===== config.mk =====
export PLATFORM = sky130hd
export DESIGN_NAME = usb_phy_tx
export DESIGN_NICKNAME = d
export VERILOG_FILES = /design/src/rtl/usb_phy_tx.sv
export SDC_FILE = /design/constraint.sdc
export NUM_CORES = 1
export LEC_CHECK = 0
export ABC_AREA = 1
export BUFFER_PORTS_ARGS = -buffer_cell sky130_fd_sc_hd__buf_4
export CORE_UTILIZATION = 58
export DETAILED_ROUTE_END_ITERATION = 12
export MAX_ROUTING_LAYER = met4
export PLACE_DENSITY = 0.8
export SETUP_SLACK_MARGIN = 0.4
export SLEW_MARGIN = 20
export SYNTH_ARGS = -nofsm -noshare
export SYNTH_HDL_FRONTEND = slang
export SYNTH_SLANG_ARGS = --single-unit

===== constraint.sdc =====
create_clock -name clk_i -period 1.97 [get_ports clk_i]
set_input_delay 0.394 -clock clk_i [delete_from_list [all_inputs] [get_ports clk_i]]
set_output_delay 0.394 -clock clk_i [all_outputs]
set_load 0.005 [all_outputs]

===== src/rtl/usb_phy_tx.sv =====
// USB 1.x transmit PHY: serializes packet bytes as SYNC, NRZI data with bit stuffing, EOP and an
// idle gap. Line level is tracked as "is J"; dp/dm are mapped from it per bus speed.
module usb_phy_tx #(
  parameter int unsigned USB_VER_1_X = 1,
  parameter int unsigned GAP_BITS    = 2
) (
  input  logic       clk_i,
  input  logic       rst_ni,
  input  logic       tx_valid_i,
  input  logic [7:0] tx_data_i,
  input  logic       tx_last_i,
  output logic       tx_ready_o,
  output logic       tx_busy_o,
  output logic       tx_err_o,
  output logic       usb_tx_dp_o,
  output logic       usb_tx_dm_o,
  output logic       usb_tx_oe_o
);

  localparam int unsigned BitClks = (USB_VER_1_X != 0) ? 2 : 16;
  localparam logic        JDp     = (USB_VER_1_X != 0);
  localparam logic [3:0]  BitLast = 4'(BitClks - 1);
  localparam logic [3:0]  GapLast = 4'(GAP_BITS - 1);

  typedef enum logic [2:0] {StIdle, StSync, StData, StEopSe0, StEopJ, StGap} state_e;

  state_e     state_q;
  logic [3:0] bit_cnt_q;  // clocks within the current symbol
  logic [3:0] bit_num_q;  // bits sent of current byte, or bit times spent in EOP/GAP
  logic [7:0] sh_q;
  logic [2:0] stuff_q;
  logic       last_q;
  logic       line_j_q;
  logic       dp_q, dm_q, oe_q, ready_q, busy_q, err_q;

  logic       boundary, stuff_due, fetch, bit_val, toggle;
  logic       nxt_lvl, nxt_dp;
  logic [2:0] nxt_stuff;

  // Next line symbol if a data or stuff bit is emitted at this boundary.
  always_comb begin
    boundary  = (bit_cnt_q == BitLast);
    stuff_due = (stuff_q == 3'd6);
    fetch     = (bit_num_q == 4'd8);
    bit_val   = fetch ? tx_data_i[0] : sh_q[0];
    toggle    = stuff_due | ~bit_val;
    nxt_lvl   = toggle ? ~line_j_q : line_j_q;
    nxt_stuff = toggle ? 3'd0 : stuff_q + 3'd1;
    nxt_dp    = nxt_lvl ~^ JDp;
  end

  // Packet FSM with bit timer, serializer and registered pad/handshake outputs.
  always_ff @(posedge clk_i or negedge rst_ni) begin
    if (!rst_ni) begin
      state_q   <= StIdle;
      bit_cnt_q <= '0;
      bit_num_q <= '0;
      sh_q      <= '0;
      stuff_q   <= '0;
      last_q    <= 1'b0;
      line_j_q  <= 1'b1;
      dp_q      <= JDp;
      dm_q      <= ~JDp;
      oe_q      <= 1'b0;
      ready_q   <= 1'b0;
      busy_q    <= 1'b0;
      err_q     <= 1'b0;
    end else begin
      ready_q <= 1'b0;
      err_q   <= 1'b0;
      if (state_q == StIdle || boundary) bit_cnt_q <= '0;
      else                               bit_cnt_q <= bit_cnt_q + 4'd1;

      case (state_q)
        StIdle: begin
          if (tx_valid_i) begin
            // SYNC is 8'h80 LSB first; its first bit (0) toggles J to K right away.
            state_q   <= StSync;
            oe_q      <= 1'b1;
            busy_q    <= 1'b1;
            line_j_q  <= 1'b0;
            dp_q      <= ~JDp;
            dm_q      <= JDp;
            stuff_q   <= '0;
            sh_q      <= 8'h40;
            bit_num_q <= 4'd1;
            last_q    <= 1'b0;
          end
        end
        StSync, StData: begin
          if (boundary) begin
            if (stuff_due) begin
              line_j_q <= nxt_lvl;
              dp_q     <= nxt_dp;
              dm_q     <= ~nxt_dp;
              stuff_q  <= 3'd0;
            end else if (fetch && (last_q || !tx_valid_i)) begin
              state_q   <= StEopSe0;
              dp_q      <= 1'b0;
              dm_q      <= 1'b0;
              bit_num_q <= '0;
              err_q     <= ~last_q;
            end else begin
              line_j_q  <= nxt_lvl;
              dp_q      <= nxt_dp;
              dm_q      <= ~nxt_dp;
              stuff_q   <= nxt_stuff;
              if (fetch) begin
                state_q   <= StData;
                ready_q   <= 1'b1;
                sh_q      <= {1'b0, tx_data_i[7:1]};
                last_q    <= tx_last_i;
                bit_num_q <= 4'd1;
              end else begin
                sh_q      <= {1'b0, sh_q[7:1]};
                bit_num_q <= bit_num_q + 4'd1;
              end
            end
          end
        end
        StEopSe0: begin
          if (boundary) begin
            if (bit_num_q == 4'd1) begin
              state_q   <= StEopJ;
              line_j_q  <= 1'b1;
              dp_q      <= JDp;
              dm_q      <= ~JDp;
              bit_num_q <= '0;
            end else begin
              bit_num_q <= bit_num_q + 4'd1;
            end
          end
        end
        StEopJ: begin
          if (boundary) begin
            state_q   <= StGap;
            oe_q      <= 1'b0;
            bit_num_q <= '0;
          end
        end
        StGap: begin
          if (boundary) begin
            if (bit_num_q == GapLast) begin
              state_q <= StIdle;
              busy_q  <= 1'b0;
            end else begin
              bit_num_q <= bit_num_q + 4'd1;
            end
          end
        end
        default: state_q <= StIdle;
      endcase
    end
  end

  assign tx_ready_o  = ready_q;
  assign tx_busy_o   = busy_q;
  assign tx_err_o    = err_q;
  assign usb_tx_dp_o = dp_q;
  assign usb_tx_dm_o = dm_q;
  assign usb_tx_oe_o = oe_q;

endmodule


### Word level (Yosys, flattened, before mapping)

Cells that the tools add are included.

* add/subtract/negate cells: 3
* multiply operators: 0
* divide/modulo/power cells: 0
* order comparisons: 0
* eq/ne operators: 22
* shift operators: 0
* multiplexer cells: 72
* bitwise gates (word level): 5
* reductions and logical operators: 20

Operator list (count)
* two-way mux 3 bit: 15
* two-way mux 4 bit: 11
* two-way mux 8 bit: 4
* two-way mux 1 bit: 31
* != test 2 bit (second input constant): 11
* case mux 4 bit (5 select lines): 1
* case mux 8 bit (2 select lines): 1
* case mux 3 bit (5 select lines): 1
* AND reduction 6 bit: 2
* AND reduction 5 bit: 2
* equality test 3 bit (second input constant): 3
* case mux 1 bit (3 select lines): 3
* AND reduction 9 bit: 1
* adder 4 x 1 -> 4 bit (second input constant): 2
* equality test 4 x 1 -> 1 bit (second input constant): 2
* AND reduction 4 bit: 2
* AND reduction 8 bit: 1
* two-way mux 7 bit: 1
* equality test 3 x 2 -> 1 bit (second input constant): 2
* != test 3 bit (second input constant): 2
* case mux 1 bit (2 select lines): 3
* case mux 3 bit (2 select lines): 1
* nonzero test 2 bit: 3
* nonzero test 5 bit: 1
* 12 further kinds: 16

* bits in registers: 30
* bits in latches: 0
* bits in writable memories: 0
* bits in read-only memories: 0
* input bits: 12
* output and inout port bits: 6
* word-level logic and storage cells: 135
* memories kept: 0

### Depth between registers and ports, before layout

* depth in word-level cells: 10
* gate-level depth with buffers: 11
* gate-level depth less buffers: 11

### Worst setup path before layout

OpenSTA, ideal clock, no wires.

* path kind: register to register
* from: register bit_num_q[0]
* to: register sh_q[0]
* data arrival time: 1465 ps
* data required time: 1853 ps
* setup slack: 387 ps
* cell stages (with the launch flop): 11
* cells stage by stage: dfrtp_1 inv_1 ha_1 nand3_2 nor2_2 nand2_4 nand2_4 nor2_8 buf_6 nand2_1 o21ai_2

* word-level cells in the longest chain between the ends: 6

Ends and longest elaborated chain
* start: declaration: RTL line 29 `logic [3:0] bit_num_q;`
* start signal: assignment: RTL line 116 `bit_num_q <= bit_num_q + 4'd1;`
* start signal: assignment: RTL line 130 `bit_num_q <= bit_num_q + 4'd1;`
* start signal: assignment: RTL line 147 `bit_num_q <= bit_num_q + 4'd1;`
* equality test 4 bit (*): RTL line 44 `fetch = (bit_num_q == 4'd8);`
* two-way mux 7 bit: RTL line 108 `if (fetch) begin`
* two-way mux 8 bit: RTL line 97 `end else if (fetch && (last_q || !tx_valid_i)) begin`
* two-way mux 8 bit: RTL line 92 `if (stuff_due) begin`
* two-way mux 8 bit: RTL line 91 `if (boundary) begin`
* case mux 8 bit (2 select lines): RTL line 74 `case (state_q)`
* end signal: assignment: RTL line 111 `sh_q <= {1'b0, tx_data_i[7:1]};`
* end signal: assignment: RTL line 115 `sh_q <= {1'b0, sh_q[7:1]};`
* end: declaration: RTL line 30 `logic [7:0] sh_q;`

Every way passes the cells marked *; elsewhere a longest branch is shown, timed or not. The select of a mux whose other input is x is not followed.
A chain may end at the register's enable or synchronous reset.

### Final worst setup path

* from: register state_q[0]
* to: register sh_q[4]

* word-level cells in the longest chain between the ends: 4

Ends and longest elaborated chain
* start: declaration: RTL line 27 `state_e state_q;`
* start signal: assignment: RTL line 55 `state_q <= StIdle;`
* start signal: assignment: RTL line 78 `state_q <= StSync;`
* start signal: assignment: RTL line 98 `state_q <= StEopSe0;`
* equality test 3 x 1 -> 1 bit or equality test 3 x 2 -> 1 bit (tied branches): RTL line 74
* OR reduction 2 bit: RTL line 74
* != test 2 bit (no source line) or nonzero test 2 bit (tied branches)
* AND reduction 5 bit (no source line)

Parallel ways exist; a longest one is shown, timed or not.

==> reports/metrics.csv <==
metric,value,unit
Gate Count Post-Synth,238,
Tmin final,1.55,ns
wire length per cell,12.9,um
Port Buf Inserts,17,
row count,20,
design area,0.00237,mm2
Yosys warning total,0,
crit path kind,reg2reg,
Power per Cell Area,1730,mW/mm2
die width,58.3,um
hpwl dp,2700,um
GRT Util Overall,24.9,%
status,"finished, final reports clean",
FF/Latch Area,732,um2
CTS max path bufs,2,
drt first pass iters,4,
multi-input logic area,0.00110,mm2
Setup TNS,0,ns
RSZ-0062 raised after global routing,yes,
vias per inst,5.36,
overall power,4090,uW
Skew-Pair Late Insertion Delay,0.33,ns
total grt overflow,0,
TritonCTS clock tree,yes,
max-slew violations,0,
syn_area_per_cell,7.73,um2
CP required,2.23,ns
top-area cell type share of the netlist area,36.7,%
"Setup violations, final",0,
Yosys cell types,26,
initial antenna violation count,0,
Mapped Area,0.00184,mm2
nets,301,
VDD IR max,849,uV
Total Wirelength,4200,um
via count,1754,
GPL Wtd Cong,0.869,
CTS Root Buffer Type,clkbuf_4,
Arrival @ worst endpoint,1.81,ns
metal2 WL,2080,um
wl on met1,1930,um
#FFs+latches synth,29,
Final ANT Viol Nets,0,
CP max FO,8,
"Reg clk slew, reported paths",0.09,ns
slew margin rel.,75.7,%
Synth-to-Final Area Change,28.8,%
first-pass GRT wire length,6290,um
number of global-route vias before repair,1426,
worst min path class,in2reg,
max layer used,met4,
placed inst area,0.00200,mm2
share of cells above drive strength 1,34.3,%
# diodes,0,
die area,0.00340,mm2
Max Fclk,0.645,GHz
Core Area,0.00303,mm2
synth top area cells,"dfrtp_1 37%, nand2_1 13%, inv_1 5.7%",
Least-Margin Pin Slew,0.364,ns
"Period Utilization, post-route",78.7,%
sequential share of the synthesized area,39.6,%
clock sinks,29,
num ports,18,
Static Leak,0.00114,uW
DRC,0,
Initial Util,60.7,%
Yosys top cell by area,dfrtp_1,
Max-cap violations,0,
CTS Buf Count,5,
Fin. Hold Viols,0,
crit path capture type,register,
die height,58.3,um
Post-Syn Nets,257,
largest net degree at the start of global routing,30,
crit start category,register,
DRT iter0 DRCs,90,
H-tree depth,2,
wire length on met3,137,um
fillers,201,
Clock Skew,0.00681,ns
## cells in the mapped netlist, drive strengths merged
master	instances
dfrtp	27
nand2	72
nand3	24
nor3	4
xor2	3
a21oi	10
buf	3
inv	32
nor2	23
nand4	2
dfstp	2
o21ai	26
ha	7
nor4	1
xnor2	2
## cell usage in the layout, fill, tap and decap left out, drive strengths merged
| cell type | n |
|---|---|
| o21ai | 26 |
| clkbuf | 8 |
| dfstp | 2 |
| nor3 | 4 |
| inv | 32 |
| ha | 7 |
| dfrtp | 27 |
| a21oi | 10 |
| nand3 | 24 |
| nor2 | 24 |
| xor2 | 3 |
| nand4 | 2 |
| buf | 38 |
| nor4 | 1 |
| dlygate4sd3 | 1 |
| xnor2 | 2 |
| nand2 | 72 |
## flip-flops by register name, indices dropped and copies added (netlist names), 3 cells and up
name,count
state_q,3
bit_num_q,4
bit_cnt_q,4
sh_q,7
stuff_q,3
## cells by family after synthesis
logic type | Yosys count | synth area share (%)
and+or+nand+nor | 126 | 34.0
buffers and inverters | 35 | 8.03
AOI/OAI and AO/OA | 36 | 11.2
adders and majority gates | 7 | 4.76
DFF | 29 | 39.6
xor gates and xnor gates | 5 | 2.38
## critical path: stages (launching register included)
cell	delay (ns)
dfrtp_2	0.46
nor2_4	0.28
nor2_8	0.08
buf_6	0.13
nand2_4	0.07
nand2_8	0.08
nor2_4	0.24
nand2_2	0.08
o21ai_2	0.05
## power by group
group	internal, uW	total (uW)	switching, uW	leakage, uW
Combinational	1090	2760	1660	0.000733
Clock	176	376	200	0.0000326
Sequential	803	961	158	0.000370
## through the flow
stage	cells	setup slack, ns	hold WS (ns)	utilization [%]
final	327	0.419	0.336	78.3
after global routing	327	0.324	0.334	78.3
after CTS	309	0.395	0.334	70.2
after detailed placement	296	0.213	0.335	66.0
after global placement	296	0.256	0.333	66.0
after floorplan	238	0.403	0.0984	-
## repair_timing
| item | in CTS | in global routing |
|---|---|---|
| cloned | 1 | 0 |
| endpoints found under the hold margin | 27 | 0 |
| setup buffers | 3 | 18 |
| setup endpoints to repair | 20 | 22 |
| hold buffers | 1 | 0 |
| pin swaps | 3 | 10 |
| resized for setup | 7 | 29 |
## cell type report
class	count	area share [%]
well taps	44	2.32
inverters	32	5.07
flip-flops and latches	29	30.9
multi-input cells	175	46.5
repair buffers	39	12.8
clock buffers	8	2.48
## per-layer routing
metal  global-route usage [%]  up-vias
met4                     7.82        0
met3                     4.84        7
li1                         -      852
met1                     34.6      853
met5                        -        -
met2                     37.1       42
## worst paths after layout
check | startpoint | endpoint | slack, ns | depth (start not counted)
worst max-delay path | state_q[0] | sh_q[4] | 0.42 | 8
worst min-delay path | tx_last_i | last_q | 0.34 | 3
min in group asynchronous | rst_ni | last_q | 0.52 | 2
worst max register to register | state_q[0] | sh_q[4] | 0.42 | 8
max in group asynchronous | rst_ni | line_j_q | 1.14 | 2
worst min register to register | sh_q[2] | sh_q[2] | 0.49 | 2
Note: power is estimated with default switching activity, not from simulation.
